===== src/rtl/conv_pkg.sv =====
// rtl/conv_pkg.sv - FSM state type, default widths and window element-index helper for conv_mem_reader
package conv_pkg;

  typedef enum logic [1:0] {IDLE, ISSUE, DRAIN, DONE} conv_state_e;

  localparam int DEF_DATA_W = 8;
  localparam int DEF_ADDR_W = 8;
  localparam int DEF_IMG_W  = 4;
  localparam int DEF_IMG_H  = 4;
  localparam int DEF_K      = 3;
  localparam int DEF_STRIDE = 1;
  localparam int DEF_BASE   = 0;
  localparam int POS_W      = 16;

  function automatic int elem_idx(input int i, input int j, input int k);
    return i * k + j;
  endfunction

endpackage


===== src/rtl/conv_win_shreg.sv =====
// rtl/conv_win_shreg.sv - KxK window register with indexed write and per-row left shift by STRIDE
module conv_win_shreg
  import conv_pkg::*;
#(
  parameter int DATA_W = DEF_DATA_W,
  parameter int K      = DEF_K,
  parameter int STRIDE = DEF_STRIDE
) (
  input  logic                       clk,
  input  logic                       rst,
  input  logic                       shift,
  input  logic                       wr_en,
  input  logic [$clog2(K*K)-1:0]     wr_idx,
  input  logic [DATA_W-1:0]          wr_data,
  output logic [K*K*DATA_W-1:0]      win
);

  logic [DATA_W-1:0] elem [K*K];

  always_ff @(posedge clk or posedge rst) begin
    if (rst) begin
      for (int n = 0; n < K * K; n++) elem[n] <= '0;
    end else begin
      // Shift precedes any write of the same fetch, so the two never collide
      if (shift) begin
        for (int i = 0; i < K; i++)
          for (int j = 0; j < K - STRIDE; j++)
            elem[elem_idx(i, j, K)] <= elem[elem_idx(i, j + STRIDE, K)];
      end
      if (wr_en) elem[wr_idx] <= wr_data;
    end
  end

  for (genvar n = 0; n < K * K; n++) begin : g_flat
    assign win[n*DATA_W +: DATA_W] = elem[n];
  end

endmodule


===== src/rtl/conv_mem_reader.sv =====
// rtl/conv_mem_reader.sv - KxK window fetch responder for the conv datapath; CONV_RD_REUSE_EN enables column reuse
module conv_mem_reader
  import conv_pkg::*;
#(
  parameter int DATA_W = DEF_DATA_W,
  parameter int ADDR_W = DEF_ADDR_W,
  parameter int IMG_W  = DEF_IMG_W,
  parameter int IMG_H  = DEF_IMG_H,
  parameter int K      = DEF_K,
  parameter int STRIDE = DEF_STRIDE,
  parameter int BASE   = DEF_BASE
) (
  input  logic                  clk,
  input  logic                  rst,
  input  logic                  start,
  output logic                  mem_rd,
  output logic [ADDR_W-1:0]     mem_addr,
  input  logic [DATA_W-1:0]     mem_data,
  output logic [K*K*DATA_W-1:0] win_data,
  output logic                  done,
  output logic                  last_win
);

  localparam int CW = $clog2(K + 1);
  localparam int EW = $clog2(K * K);

  conv_state_e       state, state_n;
  logic [POS_W-1:0]  row, col;
  logic [CW-1:0]     rd_i, rd_j, cp_i, cp_j, iss_i, iss_j, j0;
  logic              rd_d, last_q, issue, fetch_go, reuse, col_wrap, row_wrap;
  logic [ADDR_W-1:0] addr_n;
  logic [EW-1:0]     wr_idx;

`ifdef CONV_RD_REUSE_EN
  assign reuse = (col != '0);
`else
  assign reuse = 1'b0;
`endif
  // Reuse fetches only the trailing STRIDE columns of each row
  assign j0 = reuse ? CW'(K - STRIDE) : '0;

  always_ff @(posedge clk or posedge rst) begin
    if (rst) state <= IDLE;
    else     state <= state_n;
  end

  always_comb begin
    state_n  = state;
    issue    = 1'b0;
    fetch_go = 1'b0;
    iss_i    = rd_i;
    iss_j    = rd_j;
    case (state)
      IDLE: if (start) begin
        state_n  = ISSUE;
        issue    = 1'b1;
        fetch_go = 1'b1;
        iss_i    = '0;
        iss_j    = j0;
      end
      ISSUE:   if (last_q) state_n = DRAIN; else issue = 1'b1;
      DRAIN:   state_n = DONE;
      DONE:    if (!start) state_n = IDLE;
      default: state_n = IDLE;
    endcase
  end

  assign done   = (state == DONE);
  assign addr_n = ADDR_W'(BASE) + ADDR_W'(row + POS_W'(iss_i)) * ADDR_W'(IMG_W)
                + ADDR_W'(col) + ADDR_W'(iss_j);
  assign wr_idx = EW'(elem_idx(int'(cp_i), int'(cp_j), K));

  always_ff @(posedge clk or posedge rst) begin
    if (rst) begin
      mem_rd   <= 1'b0;
      mem_addr <= '0;
      last_q   <= 1'b0;
      rd_d     <= 1'b0;
      rd_i     <= '0;
      rd_j     <= '0;
      cp_i     <= '0;
      cp_j     <= '0;
    end else begin
      rd_d   <= mem_rd;
      mem_rd <= issue;
      if (issue) begin
        mem_addr <= addr_n;
        last_q   <= (iss_i == CW'(K - 1)) && (iss_j == CW'(K - 1));
        if (iss_j == CW'(K - 1)) begin
          rd_j <= j0;
          rd_i <= iss_i + CW'(1);
        end else begin
          rd_j <= iss_j + CW'(1);
          rd_i <= iss_i;
        end
      end
      // Memory returns data one cycle after the strobe, so captures trail reads by one
      if (fetch_go) begin
        cp_i <= '0;
        cp_j <= j0;
      end else if (rd_d) begin
        if (cp_j == CW'(K - 1)) begin
          cp_j <= j0;
          cp_i <= cp_i + CW'(1);
        end else begin
          cp_j <= cp_j + CW'(1);
        end
      end
    end
  end

  assign col_wrap = (col + POS_W'(STRIDE)) > POS_W'(IMG_W - K);
  assign row_wrap = (row + POS_W'(STRIDE)) > POS_W'(IMG_H - K);
  assign last_win = col_wrap && row_wrap;

  always_ff @(posedge clk or posedge rst) begin
    if (rst) begin
      row <= '0;
      col <= '0;
    end else if (state == DONE && !start) begin
      if (col_wrap) begin
        col <= '0;
        row <= row_wrap ? '0 : row + POS_W'(STRIDE);
      end else begin
        col <= col + POS_W'(STRIDE);
      end
    end
  end

  conv_win_shreg #(
    .DATA_W (DATA_W),
    .K      (K),
    .STRIDE (STRIDE)
  ) u_win (
    .clk     (clk),
    .rst     (rst),
    .shift   (fetch_go && reuse),
    .wr_en   (rd_d),
    .wr_idx  (wr_idx),
    .wr_data (mem_data),
    .win     (win_data)
  );

endmodule


===== config.mk =====
export PLATFORM = sky130hd
export DESIGN_NAME = conv_mem_reader
export DESIGN_NICKNAME = d
export VERILOG_FILES = /design/src/rtl/conv_pkg.sv /design/src/rtl/conv_win_shreg.sv /design/src/rtl/conv_mem_reader.sv
export SDC_FILE = /design/constraint.sdc
export NUM_CORES = 1
export LEC_CHECK = 0
export BUFFER_PORTS_ARGS = -buffer_cell sky130_fd_sc_hd__buf_2
export CAP_MARGIN = 5
export CORE_MARGIN = 3
export CORE_UTILIZATION = 35
export CTS_BUF_LIST = sky130_fd_sc_hd__clkbuf_16
export DETAILED_ROUTE_END_ITERATION = 7
export PLACE_DENSITY_LB_ADDON = 0.25
export SETUP_SLACK_MARGIN = 0.02
export SKIP_CTS_REPAIR_TIMING = 1
export SYNTH_ARGS = -nofsm -noshare
export SYNTH_HDL_FRONTEND = slang
export SYNTH_SLANG_ARGS = --single-unit

===== constraint.sdc =====
create_clock -name clk -period 4.8 [get_ports clk]
set_clock_uncertainty 0.1 [all_clocks]
set_input_delay 0.24 -clock clk [delete_from_list [all_inputs] [get_ports clk]]
set_output_delay 0.24 -clock clk [all_outputs]
set_load 0.01 [all_outputs]

# Word level (Yosys, flattened, before mapping)
# Index checks and enable logic that the tools add are counted.
# word_totals
in_bits,11
ramBits,0
latchBits,0
out_inout_bits,83
rom_bits,0
register_bits,125
word_cells,81
mem_count,0
# op_classes
add_sub_neg,10
n_bitwise,1
n_eq_ne,9
div_mod_pow,0
reduce_logical,11
shifts,0
magnitude_cmp,4
n_mul,1
muxes,25
# op_table
cell,n
$bwmux W72,1
$add A16 B1 Y16 const B,2
$demux W8 S4,1
$gt A16 B1 Y1 const B,2
$mux W16,2
$mux W2,15
$eq A2 B2 Y1 const B,5
$add A2 B1 Y2 const B,4
$add A8 B2 Y8,1
$add A8 B8 Y8,1
$mux W8,1
$pmux W2 S4,1
$add A6 B2 Y6,1
$ne A2 B2 Y1 const B,3
$ge A5 B5 Y1 const B,1
$lt A5 B1 Y1 const B,1
$not A4 Y5,1
$add A4 B2 Y4,1
$logic_and A1 B1 Y1,4
$mul A2 B2 Y4 const B,1
$reduce_and A2 Y1,2
$reduce_bool A2 Y1,2
$mux W1,3
$reduce_and A3 Y1,1
4 further kinds,4

# Logic depth before layout (Yosys ltp)
# logic_depth
depth_word,8
ltp_mapped,14
depth_no_buf,14

# Modules after synthesis
# A second synthesis with hierarchy kept.
# unflattened
cells_unflattened,532
hier_area_um2,6546.3
# modules_own_cells
mod,n_inst,cells_each,area_each_um2
conv_win_shreg,1,215,3344.5
conv_mem_reader,1,317,3201.8

# Least setup slack after synthesis
# OpenSTA, ideal clock, no wires.
# synth_path
path_kind,register to register
start,register state[0]
end,register mem_addr[7]
slack_ps,1845
n_path_buf,0
period_less_slack_ps,2955
arrival_ps,2735
setup_ps,120
stages_incl_launch_ff,15
path_cell_list,dfrtp_1 -> inv_1 -> ha_1 -> nand2_1 -> and2_1 -> ha_1 -> inv_1 -> fa_1 -> inv_1 -> ha_1 -> inv_1 -> o21bai_1 -> a2111oi_0 -> o21ai_0 -> o211a_1
# synth_via
elab_chain_cells,5
word_cells_on_any_way,8
# synth_rtl
element,line,rtl
start: declaration,conv_mem_reader.sv:27,"conv_state_e state, state_n;"
start signal: assignment,conv_mem_reader.sv:44,else state <= state_n;
$logic_not A2 Y1,conv_mem_reader.sv:53,case (state)
$mux W2,conv_mem_reader.sv:53,
$add A6 B2 Y6,conv_mem_reader.sv:69,assign addr_n = ADDR_W'(BASE) + ADDR_W'(row + POS_W'(iss_i)) * ADDR_W'(IMG_W)
$add A8 B8 Y8,conv_mem_reader.sv:70,+ ADDR_W'(col) + ADDR_W'(iss_j);
$add A8 B2 Y8,conv_mem_reader.sv:70,
end signal: assignment,conv_mem_reader.sv:87,mem_addr <= addr_n;
end: declaration,conv_mem_reader.sv:17,"output logic [ADDR_W-1:0] mem_addr,"
# Parallel ways exist; a longest one is shown, timed or not.
# A chain may end at the register's enable or synchronous reset.

# Worst setup path in the final report
# Ends and elaborated chain as after synthesis.

==> impl_metrics.csv <==
group,metric,value,unit
timing,hold_viol,71,
finish,syn_to_final_growth,20.8,%
detailed_routing,drcViolationCount,0,
detailed_routing,wl,13.2,mm
clock_tree,clkSlewWorstSetupHoldPaths,60,ps
setup_path,path_common_cell,"inv_1",
setup_path,path_buf_inv,4,
timing,slew_headroom,39.1,%
place,placed_area,6670,um^2
timing,fmax,0.301,GHz
timing,timing.hold.ws,-66.0,ps
yosys,yosys.cell_types.count,62,
place,routabilityCongestion,0.742,
setup_path,path_cells,"inv_1 > ha_1 > nand2_1 > and2_1 > ha_1 > inv_1 > fa_1 > inv_1 > ha_1 > inv_1 > o21bai_1 > a2111oi_0 > o21ai_0 > o211a_1",
run,max_cap_violations,0,
floorplanning,die_h,137,um
run_status,outcome,"complete, but fails checks",
yosys,syn_inst,480,
grt,gr-total-overflow,0,
power,ir_drop,0.276,mV
timing,worstMarginPinSlew,914,ps
yosys,synthTopCellsByCount,"dfrtp_1, mux2_2, and2_1",
setup_path,path_delay_family,"adder cells",
detailed_routing,drtPass1Iterations,4,
timing,maxSlewViolCount,0,
yosys,yosysTopAreaCellShare,52.1,%
yosys,async_flop_share,100,%
setup_path,reg2reg_slack,1480,ps
grt,track_usage,14.5,%
power,pwr_density_cell,644,nW/um^2
setup_path,path_class,"register to register",
finish,layout-drive-gt1-share,37.2,%
clock_tree,numCtsBuffers,17,
yosys,seq_area_frac_synth,52.1,%
floorplanning,die_area,18700,um^2
setup_path,start_kind,"register",
floorplanning,num_rows,47,
detailed_routing,num_vias,4042,
setup_path,rr_worst_depth,14,
yosys,syn_area_per_cell,12.5,um^2
detailed_routing,drtIter0Drc,129,
clock_tree,cts_root_buffer,"clkbuf_16",
detailed_routing,post_drt_via_cell_ratio,4.97,
run_status,violations,"negative hold slack",
setup_path,crit_required,5000,ps
finish,fin_nets,620,
clock_tree,insertion_delay,410,ps
timing,finalSetupTns,0,ps
yosys,synth_fp_nets,519,
setup_path,cp_data_arrival_time,3520,ps
finish,n_antenna_cell,0,
floorplanning,design.core.area,16700,um^2
finish,fin_area,7250,um^2
detailed_routing,wl_per_cell,16.2,um
setup_path,rr_startpoint,"state[0]",
yosys,synth_ff_type,"dfrtp_1",
setup_path,slowest_delay,520,ps
clock_tree,cts.sinks,125,
worst_hold_path,holdCritPathClass,"input pin to asynchronous set/reset pin",
timing,post-route-period-util,69.2,%
setup_path,r2r_end,"mem_addr[7]",
timing,rsz0062_at_grt,"no",
place,dp_hpwl,9.52,mm
grt,antenna_found_initial,0,
yosys,synth_seq_cells,125,
yosys,synth_top_area_cell,"dfrtp_1",
yosys,synth_edf_count,0,
yosys,synth_area,6000,um^2
yosys,yosysMostFrequentCell,"dfrtp_1",
yosys,synth_warnings,0,
setup_path,crit_fanout,6,
clock_tree,cts_htree_levels,4,
floorplanning,io_pins,94,
setup_path,crit_path_end_kind,"register",
clock_tree,clock_path_buffers,2,
floorplanning,initial_core_util,35.9,%
clock_tree,tritoncts,"done",
timing,setup_viol,0,
timing,fin_crit,3320,ps
grt,grt_max_degree,73,
grt,grt_pass1_vias,4102,
setup_path,crit_path_top_delay_cell,"a2111oi_0",
grt,grt_pass1_wl,21.2,mm
place,port-buffer-count,93,
power,leakagePower,3.37,nW
yosys,synth.area.top_cells,"dfrtp_1, mux2_2, ha_1",
floorplanning,die_w,137,um
detailed_routing,antenna_left,0,
[state kept, by name, indices dropped and copies added, names as in the netlist]
register and cells:
u_win.win 72, cp_i 2, mem_rd 1, cp_j 2, rd_i 2, state 2
rd_d 1, mem_addr 8, rd_j 2, last_q 1, row 16, col 16
[per-layer routing]
metal | global-route usage [%] | part of all wire (%) | vias to the layer above
li1 | - | - | 1928
met1 | 18.9 | 46 | 2014
met2 | 23.7 | 48 | 82
met3 | 3.60 | 4.5 | 18
met4 | 5.04 | 1.6 | 0
met5 | 0 | 0 | -
[area by class of cell]
| class | instances | area (um^2) |
|---|---|---|
| well taps | 220 | 275 |
| clock inverters | 15 | 148 |
| flip-flops and latches | 125 | 3130 |
| repair buffers | 94 | 473 |
| multi-input cells | 326 | 2730 |
| inverters | 17 | 66.3 |
| clock buffers | 17 | 425 |
| fillers | 1587 | 9450 |
[worst max path at each step]
stage / from / endpoint / slack (ps) / cells past startpoint
after floorplan: rst / col[0] / 1130 / 1
after global placement: state[0] / mem_addr[7] / 1610 / 14
after detailed placement: state[0] / mem_addr[7] / 1450 / 14
after CTS: state[0] / mem_addr[7] / 1440 / 14
after global routing: state[0] / mem_addr[7] / 1270 / 14
final: state[0] / mem_addr[7] / 1480 / 14
[cells in the final DEF, fill, tap and decap left out, drive strengths merged, types with 5 or more instances in the layout]
cell    instances
nor3           11
dfrtp         125
or3             5
clkbuf         17
ha             24
inv            23
nor2           29
nand3           6
a211oi          6
mux2           77
nand4           7
buf            94
and4            7
nand2b          5
and2           34
xnor2          12
nand2          21
a21oi          15
o21ai           7
mux2i           6
[logic make-up after synthesis]
logic type / after synthesis / synth area share [%]
and+or+nand+nor: 144 / 13.9
DFF: 125 / 52.1
adders and majority gates: 28 / 6.34
AOI/OAI and AO/OA: 55 / 7.47
muxes: 83 / 15.5
buffers and inverters: 29 / 2.34
xor gates and xnor gates: 16 / 2.34
[metrics by stage]
stage	power, mW	std cells	utilization, %	worst slack (ps)
5_1_grt	5.00	814	43.4	1270
2_1_floorplan	2.83	480	-	1130
3_3_place_gp	3.42	782	40.0	1610
6_report	4.67	814	43.4	1480
4_1_cts	4.74	814	43.4	1440
3_5_place_dp	3.48	782	40.0	1450
[report_power, final]
group / internal (mW) / leakage, nW / total [mW] / switching, mW
clock network: 0.762 / 0.279 / 1.23 / 0.471
logic: 0.826 / 1.54 / 1.70 / 0.874
registers: 1.47 / 1.54 / 1.73 / 0.267
No activity file was read; power rests on OpenSTA's default activity.
